`src/rtl/etapa_wb_banco.sv`:
```
// Write-back stage and register bank: selects the write-back value, updates the bank,
// serves two bypassed read ports and exports a delayed write record plus a write counter.
module etapa_wb_banco #(
    parameter int DATA_W = 32,
    parameter int ADDR_W = 5,
    parameter int CNT_W  = 16
) (
    input  logic              clk,
    input  logic              reset,
    input  logic              MemaReg,
    input  logic              EscrReg,
    input  logic [DATA_W-1:0] DatoMem,
    input  logic [DATA_W-1:0] ResALU,
    input  logic [ADDR_W-1:0] RegDestino,
    input  logic [ADDR_W-1:0] LeerReg1,
    input  logic [ADDR_W-1:0] LeerReg2,
    output logic [DATA_W-1:0] Dato1,
    output logic [DATA_W-1:0] Dato2,
    output logic [DATA_W-1:0] wb_dato,
    output logic              fwd_esc,
    output logic [ADDR_W-1:0] fwd_rd,
    output logic [DATA_W-1:0] fwd_dato,
    output logic [CNT_W-1:0]  cnt_escr
);

    localparam int DEPTH = 2 ** ADDR_W;

    logic [DATA_W-1:0] bank [DEPTH];
    logic              wr_ef;

    assign wb_dato = MemaReg ? DatoMem : ResALU;

    // Reset gates the enable so a write in a reset cycle neither lands nor bypasses.
    assign wr_ef = EscrReg & (RegDestino != '0) & ~reset;

    always_ff @(posedge clk) begin
        if (reset) begin
            for (int i = 0; i < DEPTH; i++) begin
                bank[i] <= '0;
            end
        end else if (wr_ef) begin
            bank[RegDestino] <= wb_dato;
        end
    end

    always_comb begin
        Dato1 = bank[LeerReg1];
        if (LeerReg1 == '0) begin
            Dato1 = '0;
        end else if (wr_ef && (LeerReg1 == RegDestino)) begin
            Dato1 = wb_dato;
        end
    end

    always_comb begin
        Dato2 = bank[LeerReg2];
        if (LeerReg2 == '0) begin
            Dato2 = '0;
        end else if (wr_ef && (LeerReg2 == RegDestino)) begin
            Dato2 = wb_dato;
        end
    end

    always_ff @(posedge clk) begin
        if (reset) begin
            fwd_esc  <= 1'b0;
            fwd_rd   <= '0;
            fwd_dato <= '0;
            cnt_escr <= '0;
        end else begin
            fwd_esc  <= wr_ef;
            fwd_rd   <= RegDestino;
            fwd_dato <= wb_dato;
            if (wr_ef) begin
                cnt_escr <= cnt_escr + 1'b1;
            end
        end
    end

endmodule

```
`config.mk`:
```
export PLATFORM = sky130hd
export DESIGN_NAME = etapa_wb_banco
export DESIGN_NICKNAME = d
export VERILOG_FILES = /design/src/rtl/etapa_wb_banco.sv
export SDC_FILE = /design/constraint.sdc
export NUM_CORES = 2
export LEC_CHECK = 0
export BUFFER_PORTS_ARGS = -buffer_cell sky130_fd_sc_hd__buf_2
export CORE_ASPECT_RATIO = 0.9
export CORE_MARGIN = 2
export CORE_UTILIZATION = 55
export DETAILED_ROUTE_END_ITERATION = 7
export GPL_TIMING_DRIVEN = 0
export HOLD_SLACK_MARGIN = 0.02
export PLACE_DENSITY_LB_ADDON = 0.15
export SLEW_MARGIN = 25
export SYNTH_ARGS = -nofsm -noshare
export SYNTH_HDL_FRONTEND = slang
export SYNTH_SLANG_ARGS = --single-unit
```
`constraint.sdc`:
```
create_clock -name clk -period 2.9 [get_ports clk]
set_clock_uncertainty 0.15 [all_clocks]
set_input_delay 0.29 -clock clk [delete_from_list [all_inputs] [get_ports clk]]
set_output_delay 0.29 -clock clk [all_outputs]
set_load 0.01 [all_outputs]
```
==> flow_summary.ini <==
[setup_path]
crit_fanout = 10
worstReg2RegStart = cnt_escr[0]
cp-end-kind = primary output
r2r_end = cnt_escr[1]
r2r_slack_ns = 0.69
required_ns = 2.46
worstSetupPathType = in2out
reg2reg_depth = 5
critPathArrivalTime_ns = 2.77
cp-start-kind = input pin

[placement]
numPortBuffers = 227
pre_cts_slack_ns = -1.25
place_hpwl_um = 147000
placed_cell_area_sq_mm = 0.0587
place_inst = 5835
gp_congestion = 1.00

[global_route]
track_usage_pct = 39.5
grt_first_pass_wirelength_um = 284000
grt_pass1_vias = 40400
antenna_found_initial = 6
grt_overflow = 0
grt_max_degree = 33

[pwr]
leakagePower_uw = 0.0240
p_per_area_mw_per_mm2 = 603
max-vdd-ir-drop_mv = 0.515

[layout]
fin_util_pct = 66.0
regArea_sq_mm = 0.0318
final_common_cell = nor2_1
final_area_sq_mm = 0.0657
area_growth_pct = 19.5
drive_above_1_share_pct = 28.0
final_cells = 6133
layout_common_cells = 1073 x nor2_1, 1024 x edfxtp_1, 332 x mux2i_1
fin_nets = 4774
nFillCells = 7485
multi_input_area_sq_mm = 0.0230

[synthesis]
synth.cell_area_sq_mm = 0.0550
yosysSeqAreaShare_pct = 57.9
yosys.cell_types.count = 52
ys_warn_count = 0
ys_ff_latch = 1078
synth.avg_cell_area_sq_um = 13.1
synth-edff-count = 1024
netlist_instances = 4202
synth_flop_cell = edfxtp_1
async_reset_ff_share_pct = 0

[clock_network]
clkLatencyLatePin_ns = 0.73
cts_sinks = 1078
cts-root-buf = clkbuf_16
htreeDepth = 3
cts_tree = built
clockBufferDepth = 3
clk_pin_slew_ns = 0.07
cts_made_buffers = 112

[min_path]
min_path_type = in2reg
worstHoldStart = ResALU[30]
whs_path_depth = 3
holdPathEnd = bank[4][30]

[timing]
tightest_slew_ns = 1.12
rsz0062_at_grt = true
slew_violations = 0
fmaxAchievable_mhz = 311
relSlewSlack_pct = 25.7
setup_viol = 52
layout_min_cycle_time_ns = 3.21
setup_slack_ns = -0.315
period_share_pct = 111
timing.final.hold_violations = 0
tns_ns = -6.92

[routing]
wire_per_inst_um = 33.2
drtIter0Drc = 6354
vias = 41500
dr.pass1.iters = 8
remaining_drc_errors = 2
viasPerCell = 6.77
wl_um = 204000
ant_nets = 0

[run]
cap_violations = 0

[run_status]
violations = DRC, setup timing
status = complete, but fails checks

[floorplan]
die_h_um = 304
dieArea_sq_mm = 0.103
fp-row-count = 110
io_pins = 233
start_util_pct = 55.2
core_sq_mm = 0.0996
die_w_um = 337
## worst max-delay path by stage
stage | start | endpoint | slack, ns
6_report | LeerReg2[1] | Dato2[16] | -0.31
5_1_grt | bank[24][12] | Dato2[12] | -0.30
4_1_cts | LeerReg2[0] | Dato2[11] | -0.22
3_5_place_dp | RegDestino[2] | Dato1[22] | -1.25
3_3_place_gp | reset | bank[8][7] | -1.51
2_1_floorplan | RegDestino[0] | bank[12][0] | 0.42
## stage by stage
step | power (uW) | hold slack [ns]
after floorplan | 21500 | 0.300
after global placement | 23500 | 0.326
after detailed placement | 23700 | 0.351
after CTS | 39200 | 0.0227
after global routing | 40400 | 0.0569
final | 39700 | 0.0579
## layout make-up
cell class	count	area share [%]
multi-input cells	2672	35.0
repair buffers	347	4.11
flip-flops and latches	1078	48.4
clock inverters	76	1.32
diodes	2	0.00761
well taps	1344	2.56
inverters	37	0.211
clock buffers	135	4.49
plain buffers	442	3.87
## synth_stat cells (3+ instances only)
cell type	n	share of area [%]
nor2_1	1076	7.3
edfxtp_1	1024	56
mux2i_1	362	6.6
mux4_2	315	13
clkbuf_1	311	2.1
a22oi_1	256	3.5
buf_2	93	0.85
nand2_1	77	0.53
a221oi_1	62	0.99
o21ai_1	58	0.53
dfxtp_1	54	2.0
a21oi_1	41	0.37
mux2_2	40	0.82
nor3_1	40	0.36
inv_1	37	0.25
nand2b_1	34	0.39
a211oi_1	32	0.44
o221a_1	32	0.65
a21boi_1	31	0.42
a21o_1	31	0.42
o22ai_1	31	0.35
mux2_1	23	0.47
buf_6	16	0.33
nor2b_1	16	0.18
buf_1	13	0.089
buf_4	13	0.18
xnor2_1	13	0.21
nand3_1	11	0.10
o21ai_0	11	0.10
xor2_1	8	0.13
or3_1	5	0.057
and3_1	4	0.045
and3b_1	4	0.064
nor3b_1	4	0.055
and2_1	3	0.034
nand3b_1	3	0.041
## logic make-up (layout without fill, tap and decap cells)
logic type	after synthesis	in the layout	share of synthesized area, %
and+or+nand+nor	1288	1288	9.35
DFF	1078	1078	57.9
muxes	740	740	20.8
AOI/OAI and AO/OA	590	590	7.85
buffers and inverters	483	1037	3.81
xor gates and xnor gates	21	21	0.334
adders and majority gates	1	1	0.0227
other	1	34	0.00682
## routing by layer
layer	wire, um	vias up	global-route usage (%)
met1	71900	20700	52.6
met2	90000	3208	58.2
met4	16100	8	25.2
li1	-	16900	-
met3	25600	715	9.63
met5	107	-	0
## repair_timing
action | 4_1_cts | 5_1_grt
buffers inserted | 8 | 8
hold buffers | 65 | 8
resized for setup | 456 | 166
pin swaps | 97 | 58
setup endpoints to repair | 67 | 64
hold endpoints to repair | 67 | 8
## power by group
part / switching [uW] / total [uW] / internal, uW
Sequential: 433 / 18300 / 17900
Combinational: 3680 / 5970 / 2290
Clock: 6470 / 15400 / 8920
## flip-flops by register name, summed over array words and instances (netlist names)
name      cells
fwd_rd        5
bank       1024
fwd_dato     32
cnt_escr     16
fwd_esc       1
## critical path, cell delays in order
cell and delay [ns]:
buf_2 0.17, buf_6 0.24, buf_6 0.29, buf_4 0.31, mux2i_1 0.11, a22oi_1 0.24, a21o_1 0.27, a221oi_4 0.10
a211oi_4 0.48, buf_2 0.22
No activity file was read; power rests on OpenSTA's default activity.
